<file path="src/rtl/control_unit.sv">
// control_unit: Moore sequencer for the single-bus CPU datapath.
// Walks fetch (T0..T2), decodes the opcode at the T2->T3 edge, then runs the
// per-opcode execute steps. All strobes are registered, so they change only on Clock.
module control_unit #(
    parameter int unsigned MEM_LAT = 1
) (
    input  logic        Clock,
    input  logic        Reset,
    input  logic [31:0] IR,
    input  logic        CON,
    input  logic        Stop,
    output logic        HIin,
    output logic        LOin,
    output logic        PCin,
    output logic        MDRin,
    output logic        Zin,
    output logic        Yin,
    output logic        MARin,
    output logic        IRin,
    output logic        CONin,
    output logic        OUTPORTin,
    output logic        HIout,
    output logic        LOout,
    output logic        ZHIout,
    output logic        ZLOout,
    output logic        PCout,
    output logic        MDRout,
    output logic        INPORTout,
    output logic        Cout,
    output logic        Gra,
    output logic        Grb,
    output logic        Grc,
    output logic        Rin,
    output logic        Rout,
    output logic        BAout,
    output logic        Read,
    output logic        write,
    output logic        IncPC,
    output logic        Run,
    output logic [3:0]  Tstep
);

    typedef enum logic [3:0] {
        StReset, StIdle, StHalt, StT0, StT1, StT2, StT3, StT4, StT5, StT6, StT7
    } state_e;

    // Execute-phase families; opcodes sharing a step recipe share a class.
    typedef enum logic [3:0] {
        ClsNop, ClsAlu, ClsImm, ClsLdi, ClsMulDiv, ClsUnary, ClsLd, ClsSt,
        ClsBrx, ClsJr, ClsJal, ClsIn, ClsOut, ClsMfhi, ClsMflo, ClsHalt
    } cls_e;

    typedef struct packed {
        logic hi_in;   logic lo_in;   logic pc_in;   logic mdr_in;  logic z_in;
        logic y_in;    logic mar_in;  logic ir_in;   logic con_in;  logic outport_in;
        logic hi_out;  logic lo_out;  logic zhi_out; logic zlo_out; logic pc_out;
        logic mdr_out; logic inport_out; logic c_out;
        logic gra;     logic grb;     logic grc;     logic r_in;    logic r_out;
        logic ba_out;  logic read;    logic write;   logic inc_pc;
    } strobe_t;

    // Index of the last cycle of a stretched memory step.
    localparam logic [1:0] CntLast = 2'(MEM_LAT - 1);

    state_e      state_q, state_d;
    cls_e        cls_q, cls_d;
    logic [1:0]  cnt_q, cnt_d;
    logic        taken_q, taken_d;
    strobe_t     strb_q, strb_d;
    logic        run_q, run_d;
    logic [3:0]  tstep_q, tstep_d;
    logic        mem_last;
    state_e      boundary_st;

    // Only the opcode field matters to the sequencer.
    logic unused_ir_bits;
    assign unused_ir_bits = ^IR[26:0];

    function automatic cls_e decode_op(logic [4:0] op);
        cls_e c;
        case (op)
            5'b00011, 5'b00100, 5'b00101, 5'b00110, 5'b00111,
            5'b01000, 5'b01001, 5'b01010, 5'b01011: c = ClsAlu;
            5'b01100, 5'b01101, 5'b01110:           c = ClsImm;
            5'b00001:                               c = ClsLdi;
            5'b01111, 5'b10000:                     c = ClsMulDiv;
            5'b10001, 5'b10010:                     c = ClsUnary;
            5'b00000:                               c = ClsLd;
            5'b00010:                               c = ClsSt;
            5'b10011:                               c = ClsBrx;
            5'b10100:                               c = ClsJr;
            5'b10101:                               c = ClsJal;
            5'b10110:                               c = ClsIn;
            5'b10111:                               c = ClsOut;
            5'b11000:                               c = ClsMfhi;
            5'b11001:                               c = ClsMflo;
            5'b11011:                               c = ClsHalt;
            default:                                c = ClsNop;
        endcase
        return c;
    endfunction

    assign mem_last    = (cnt_q == CntLast);
    // Stop is only honoured when an instruction boundary is reached.
    assign boundary_st = Stop ? StIdle : StT0;

    // Next-state: step sequencing, memory-step stretching and branch sampling.
    always_comb begin
        state_d = state_q;
        cls_d   = cls_q;
        cnt_d   = '0;
        taken_d = taken_q;
        unique case (state_q)
            StReset: state_d = boundary_st;
            StIdle:  if (!Stop) state_d = StT0;
            StHalt:  state_d = StHalt;
            StT0:    state_d = StT1;
            StT1: begin
                if (!mem_last) cnt_d = cnt_q + 2'd1;
                else           state_d = StT2;
            end
            StT2: begin
                cls_d   = decode_op(IR[31:27]);
                state_d = (cls_d == ClsNop) ? boundary_st : StT3;
            end
            StT3: begin
                case (cls_q)
                    ClsJr, ClsIn, ClsOut, ClsMfhi, ClsMflo: state_d = boundary_st;
                    ClsHalt: state_d = StHalt;
                    default: state_d = StT4;
                endcase
            end
            StT4: begin
                case (cls_q)
                    ClsUnary, ClsJal: state_d = boundary_st;
                    default:          state_d = StT5;
                endcase
            end
            StT5: begin
                // CON was loaded in T3, so it is settled by the edge into T6.
                taken_d = CON;
                case (cls_q)
                    ClsAlu, ClsImm, ClsLdi: state_d = boundary_st;
                    default:                state_d = StT6;
                endcase
            end
            StT6: begin
                case (cls_q)
                    ClsLd: begin
                        if (!mem_last) cnt_d = cnt_q + 2'd1;
                        else           state_d = StT7;
                    end
                    ClsSt:   state_d = StT7;
                    default: state_d = boundary_st;
                endcase
            end
            StT7: begin
                if (cls_q == ClsSt && !mem_last) cnt_d = cnt_q + 2'd1;
                else                             state_d = boundary_st;
            end
            default: state_d = StReset;
        endcase
    end

    // Strobe decode for the state being entered; registered below.
    always_comb begin
        strb_d  = '0;
        run_d   = 1'b1;
        tstep_d = 4'd0;
        unique case (state_d)
            StReset, StHalt: run_d = 1'b0;
            StIdle: ;
            StT0: begin
                strb_d.pc_out = 1'b1; strb_d.mar_in = 1'b1;
                strb_d.inc_pc = 1'b1; strb_d.z_in   = 1'b1;
            end
            StT1: begin
                tstep_d = 4'd1;
                strb_d.zlo_out = 1'b1; strb_d.read = 1'b1; strb_d.mdr_in = 1'b1;
                strb_d.pc_in   = (cnt_d == 2'd0);
            end
            StT2: begin
                tstep_d = 4'd2;
                strb_d.mdr_out = 1'b1; strb_d.ir_in = 1'b1;
            end
            StT3: begin
                tstep_d = 4'd3;
                case (cls_d)
                    ClsAlu, ClsImm: begin
                        strb_d.grb = 1'b1; strb_d.r_out = 1'b1; strb_d.y_in = 1'b1;
                    end
                    ClsLdi, ClsLd, ClsSt: begin
                        strb_d.grb = 1'b1; strb_d.ba_out = 1'b1; strb_d.y_in = 1'b1;
                    end
                    ClsMulDiv: begin
                        strb_d.gra = 1'b1; strb_d.r_out = 1'b1; strb_d.y_in = 1'b1;
                    end
                    ClsUnary: begin
                        strb_d.grb = 1'b1; strb_d.r_out = 1'b1; strb_d.z_in = 1'b1;
                    end
                    ClsBrx: begin
                        strb_d.gra = 1'b1; strb_d.r_out = 1'b1; strb_d.con_in = 1'b1;
                    end
                    ClsJr: begin
                        strb_d.gra = 1'b1; strb_d.r_out = 1'b1; strb_d.pc_in = 1'b1;
                    end
                    ClsJal: begin
                        strb_d.pc_out = 1'b1; strb_d.grb = 1'b1; strb_d.r_in = 1'b1;
                    end
                    ClsIn: begin
                        strb_d.inport_out = 1'b1; strb_d.gra = 1'b1; strb_d.r_in = 1'b1;
                    end
                    ClsOut: begin
                        strb_d.gra = 1'b1; strb_d.r_out = 1'b1; strb_d.outport_in = 1'b1;
                    end
                    ClsMfhi: begin
                        strb_d.hi_out = 1'b1; strb_d.gra = 1'b1; strb_d.r_in = 1'b1;
                    end
                    ClsMflo: begin
                        strb_d.lo_out = 1'b1; strb_d.gra = 1'b1; strb_d.r_in = 1'b1;
                    end
                    default: ;
                endcase
            end
            StT4: begin
                tstep_d = 4'd4;
                case (cls_d)
                    ClsAlu: begin
                        strb_d.grc = 1'b1; strb_d.r_out = 1'b1; strb_d.z_in = 1'b1;
                    end
                    ClsImm, ClsLdi, ClsLd, ClsSt: begin
                        strb_d.c_out = 1'b1; strb_d.z_in = 1'b1;
                    end
                    ClsMulDiv: begin
                        strb_d.grb = 1'b1; strb_d.r_out = 1'b1; strb_d.z_in = 1'b1;
                    end
                    ClsUnary: begin
                        strb_d.zlo_out = 1'b1; strb_d.gra = 1'b1; strb_d.r_in = 1'b1;
                    end
                    ClsBrx: begin
                        strb_d.pc_out = 1'b1; strb_d.y_in = 1'b1;
                    end
                    ClsJal: begin
                        strb_d.gra = 1'b1; strb_d.r_out = 1'b1; strb_d.pc_in = 1'b1;
                    end
                    default: ;
                endcase
            end
            StT5: begin
                tstep_d = 4'd5;
                case (cls_d)
                    ClsAlu, ClsImm, ClsLdi: begin
                        strb_d.zlo_out = 1'b1; strb_d.gra = 1'b1; strb_d.r_in = 1'b1;
                    end
                    ClsMulDiv: begin
                        strb_d.zlo_out = 1'b1; strb_d.lo_in = 1'b1;
                    end
                    ClsLd, ClsSt: begin
                        strb_d.zlo_out = 1'b1; strb_d.mar_in = 1'b1;
                    end
                    ClsBrx: begin
                        strb_d.c_out = 1'b1; strb_d.z_in = 1'b1;
                    end
                    default: ;
                endcase
            end
            StT6: begin
                tstep_d = 4'd6;
                case (cls_d)
                    ClsMulDiv: begin
                        strb_d.zhi_out = 1'b1; strb_d.hi_in = 1'b1;
                    end
                    ClsLd: begin
                        strb_d.read = 1'b1; strb_d.mdr_in = 1'b1;
                    end
                    ClsSt: begin
                        strb_d.gra = 1'b1; strb_d.r_out = 1'b1; strb_d.mdr_in = 1'b1;
                    end
                    ClsBrx: begin
                        strb_d.zlo_out = taken_d; strb_d.pc_in = taken_d;
                    end
                    default: ;
                endcase
            end
            StT7: begin
                tstep_d = 4'd7;
                case (cls_d)
                    ClsLd: begin
                        strb_d.mdr_out = 1'b1; strb_d.gra = 1'b1; strb_d.r_in = 1'b1;
                    end
                    ClsSt:   strb_d.write = 1'b1;
                    default: ;
                endcase
            end
            default: run_d = 1'b0;
        endcase
    end

    // State and registered outputs; Reset low clears everything immediately.
    always_ff @(posedge Clock or negedge Reset) begin
        if (!Reset) begin
            state_q <= StReset;
            cls_q   <= ClsNop;
            cnt_q   <= '0;
            taken_q <= 1'b0;
            strb_q  <= '0;
            run_q   <= 1'b0;
            tstep_q <= '0;
        end else begin
            state_q <= state_d;
            cls_q   <= cls_d;
            cnt_q   <= cnt_d;
            taken_q <= taken_d;
            strb_q  <= strb_d;
            run_q   <= run_d;
            tstep_q <= tstep_d;
        end
    end

    assign HIin      = strb_q.hi_in;
    assign LOin      = strb_q.lo_in;
    assign PCin      = strb_q.pc_in;
    assign MDRin     = strb_q.mdr_in;
    assign Zin       = strb_q.z_in;
    assign Yin       = strb_q.y_in;
    assign MARin     = strb_q.mar_in;
    assign IRin      = strb_q.ir_in;
    assign CONin     = strb_q.con_in;
    assign OUTPORTin = strb_q.outport_in;
    assign HIout     = strb_q.hi_out;
    assign LOout     = strb_q.lo_out;
    assign ZHIout    = strb_q.zhi_out;
    assign ZLOout    = strb_q.zlo_out;
    assign PCout     = strb_q.pc_out;
    assign MDRout    = strb_q.mdr_out;
    assign INPORTout = strb_q.inport_out;
    assign Cout      = strb_q.c_out;
    assign Gra       = strb_q.gra;
    assign Grb       = strb_q.grb;
    assign Grc       = strb_q.grc;
    assign Rin       = strb_q.r_in;
    assign Rout      = strb_q.r_out;
    assign BAout     = strb_q.ba_out;
    assign Read      = strb_q.read;
    assign write     = strb_q.write;
    assign IncPC     = strb_q.inc_pc;
    assign Run       = run_q;
    assign Tstep     = tstep_q;

endmodule

</file>
<file path="config.mk">
export PLATFORM = sky130hd
export DESIGN_NAME = control_unit
export DESIGN_NICKNAME = d
export VERILOG_FILES = /design/src/rtl/control_unit.sv
export SDC_FILE = /design/constraint.sdc
export NUM_CORES = 1
export LEC_CHECK = 0
export ABC_CLOCK_PERIOD_IN_PS = 5830
export BUFFER_PORTS_ARGS = -buffer_cell sky130_fd_sc_hd__buf_2
export CAP_MARGIN = 20
export CELL_PAD_IN_SITES_DETAIL_PLACEMENT = 0
export CELL_PAD_IN_SITES_GLOBAL_PLACEMENT = 1
export CORE_MARGIN = 3
export CORE_UTILIZATION = 42
export CTS_CLUSTER_SIZE = 30
export DETAILED_ROUTE_END_ITERATION = 10
export GPL_TIMING_DRIVEN = 0
export PLACE_DENSITY = 0.87
export SETUP_SLACK_MARGIN = 0.1
export SYNTH_ARGS = -nofsm -noshare
export SYNTH_HDL_FRONTEND = slang
export SYNTH_SLANG_ARGS = --single-unit
</file>
<file path="constraint.sdc">
create_clock -name Clock -period 5.83 [get_ports Clock]
set_clock_uncertainty 0.05 [all_clocks]
set_input_delay 0.583 -clock Clock [delete_from_list [all_inputs] [get_ports Clock]]
set_output_delay 0.583 -clock Clock [all_outputs]
set_load 0.01 [all_outputs]
</file>
==> results by group <==
Setup path
  – Cells along the critical path: buf_2, inv_1, ha_1, nor3_1, o21ai_0, a211oi_1, o21ai_0, nor2_1, o211ai_1
  – Most common cell on crit path: o21ai_0
  – Flop2flop setup slack: 3.16 ns
  – CP max stage cell: a211oi_1
  – CP arrival: 3.02 ns
  – FF-to-FF path depth: 9
  – Worst setup EP type: flip-flop
  – Bufs and invs on worst path: 2
  – Reg2Reg Launch Point: state_q[3]
  – Crit Reg-Reg Endpoint: Gra
  – Delay-heaviest family, CP: compound AO/OA/AOI/OAI gates
  – Required time of the worst setup path: 5.92 ns
  – WS Path Type: in2reg
  – CP max FO: 5
  – Startpoint Class: primary input
  – CP max stage delay: 0.67 ns

Synthesis
  – Top-area cell type share of the netlist area: 39.8%
  – Post-synth cell types: 63
  – Main area contributors after synthesis: dfrtp_1 (40%), ha_1 (4.4%), o21ai_0 (3.9%)
  – Syn Inst Count: 284
  – Synthesized area: 2570 um^2
  – Mapped Nets: 329
  – Mean post-synth cell area: 9.07 um^2
  – Number of synthesized flops with an enable pin: 0
  – Most frequent cell after synthesis: dfrtp_1
  – Asr flop ratio synth: 100%
  – YS warnings: 0
  – Number of synthesized register bits: 41
  – Sequential fraction of the synthesis area: 39.8%
  – Synth cell count leaders: dfrtp_1 (41), nor2_1 (20), o21ai_0 (20)
  – Synth Flop Type: dfrtp_1
  – Cell taking the most area after synthesis: dfrtp_1

Clocking
  – CTS sink cnt: 41
  – H-tree levels: 2
  – Clock Path Buffers: 2
  – Resized cells post-CTS: 0
  – CTS tree: done
  – Clk root buf: clkbuf_8
  – Clk pin slew, worst setup/hold paths: 0.07 ns
  – Hold_buf cts: 0
  – Number of buffers created by CTS: 5
  – Clk_lat worst skew: 0.29 ns
  – Post-CTS Setup Inserts: 0

GRT
  – Largest net degree at the start of global routing: 42
  – Vias in the first global route: 2,171
  – Total GRT Usage: 19.2%
  – First-pass GRT wire length: 11,200 um
  – Antenna violations before repair: 0
  – Overflow after GRT: 0

Floorplan
  – Die area: 7110 um^2
  – Die width: 84.3 um
  – Top Ports: 68
  – Area of the core: 5710 um^2
  – Chip height: 84.3 um
  – Rows: 27
  – Initial Util: 45.1%

Run status
  – Status: complete, no violations

STA
  – Setup slack after layout: 2.90 ns
  – Fmax: 0.341 GHz
  – Fin crit share: 50.3%
  – Fin crit period: 2.93 ns
  – Max-slew violations: 0
  – Finish-stage setup viols: 0
  – Slew HR: 41.1%
  – Final hold vios: 0
  – Unrepaired setup endpoints after global routing: no
  – Setup TNS: 0 ns
  – Worst Tran Pin Value: 0.884 ns

Cells and area
  – Util after Layout: 51.7%
  – Final std cells w/o fill: 402
  – Share of cells above drive strength 1: 25.2%
  – Fillcell total: 559
  – Area growth syn-to-layout: 14.6%
  – ANT cells: 0
  – Area of the multi-input gates: 1370 um^2
  – Storage element area: 1030 um^2
  – Layout Nets: 375

Min path
  – Hold Crit Class: in2async

Place
  – IO buf count: 39
  – DP HPWL: 4910 um
  – Routability congestion estimate: 0.933
  – Pre-CTS WS: 2.67 ns
  – Placed cells: 395

Routing
  – Wire per inst: 16.5 um
  – Vias/cell: 5.88
  – Final WL: 6640 um
  – Vias: 2,362
  – # DRC: 0
  – DR iter-0 viols: 233
  – First drt pass iteration count: 6
  – Post-route antenna net violation count: 0

Run
  – Max-cap violations: 0

Pwr
  – Power per cell area: 171 nW/um^2
  – LEAKAGE: 0.00146 uW
  – Maximum vdd drop: 0.000102 V
metal layers:
layer  global-route usage [%]  routed length, um
met1                     28.4               3080
met2                     29.5               2980
met5                        0                  0
met3                     3.24                509
met4                     4.53                 65
logic make-up (layout without fill, tap and decap cells):
kind of cell	count (synthesis)	after routing	share of synthesized area, %
adders and majority gates	9	9	4.37
DFF	41	41	39.8
buffers and inverters	40	86	7.14
and+or+nand+nor	106	106	24.3
muxes	5	5	1.99
AOI/OAI and AO/OA	80	80	21.5
xor gates and xnor gates	2	2	0.680
other	1	1	0.146
state kept, by name (all words and copies together) (netlist names), 2 cells and up:
register / flops
state_q: 4
Tstep: 3
cls_q: 4
cnt_q: 2
cell type report:
class | count | share of cell area [%]
flip-flops and latches | 41 | 34.8
multi-input cells | 203 | 46.3
clock buffers | 6 | 2.80
repair buffers | 39 | 6.62
inverters | 20 | 2.54
plain buffers | 20 | 3.69
well taps | 72 | 3.05
clock inverters | 1 | 0.254
power by group:
| group | internal (uW) | switching, uW | leakage [uW] |
|---|---|---|---|
| clock network | 93.5 | 95.4 | 0.0000433 |
| registers | 284 | 0 | 0.000552 |
| logic | 11.0 | 21.1 | 0.000869 |
| total | 389 | 117 | 0.00146 |
layout by cell type, fill, tap and decap left out, types with 5 or more instances in the layout:
master     n
nand4_1    6
nor2_1    20
nor4_1     5
o21a_1     5
nand3_1    7
o21ai_0   20
buf_4      5
nand2_1   17
o211ai_1   7
ha_1       9
dfrtp_1   41
buf_2     51
a21oi_1   11
clkbuf_8   6
inv_1     19
nor3_1    12
nand2b_1   5
worst max-delay path by stage:
stage	start	to	cells past startpoint
6_report	IR[27]	Zin	9
4_1_cts	IR[27]	Zin	9
3_3_place_gp	IR[27]	ZLOout	11
5_1_grt	IR[27]	Zin	9
2_1_floorplan	IR[27]	PCin	10
3_5_place_dp	IR[27]	Zin	9
per-stage QoR:
stage	hold slack (ns)	cell area (um^2)	power (uW)
6_report	0.355	2950	505
2_1_floorplan	0.237	2570	308
5_1_grt	0.439	2950	525
3_3_place_gp	0.439	2860	321
4_1_cts	0.389	2950	508
3_5_place_dp	0.453	2860	322
Power figures use the tool's default switching activity.
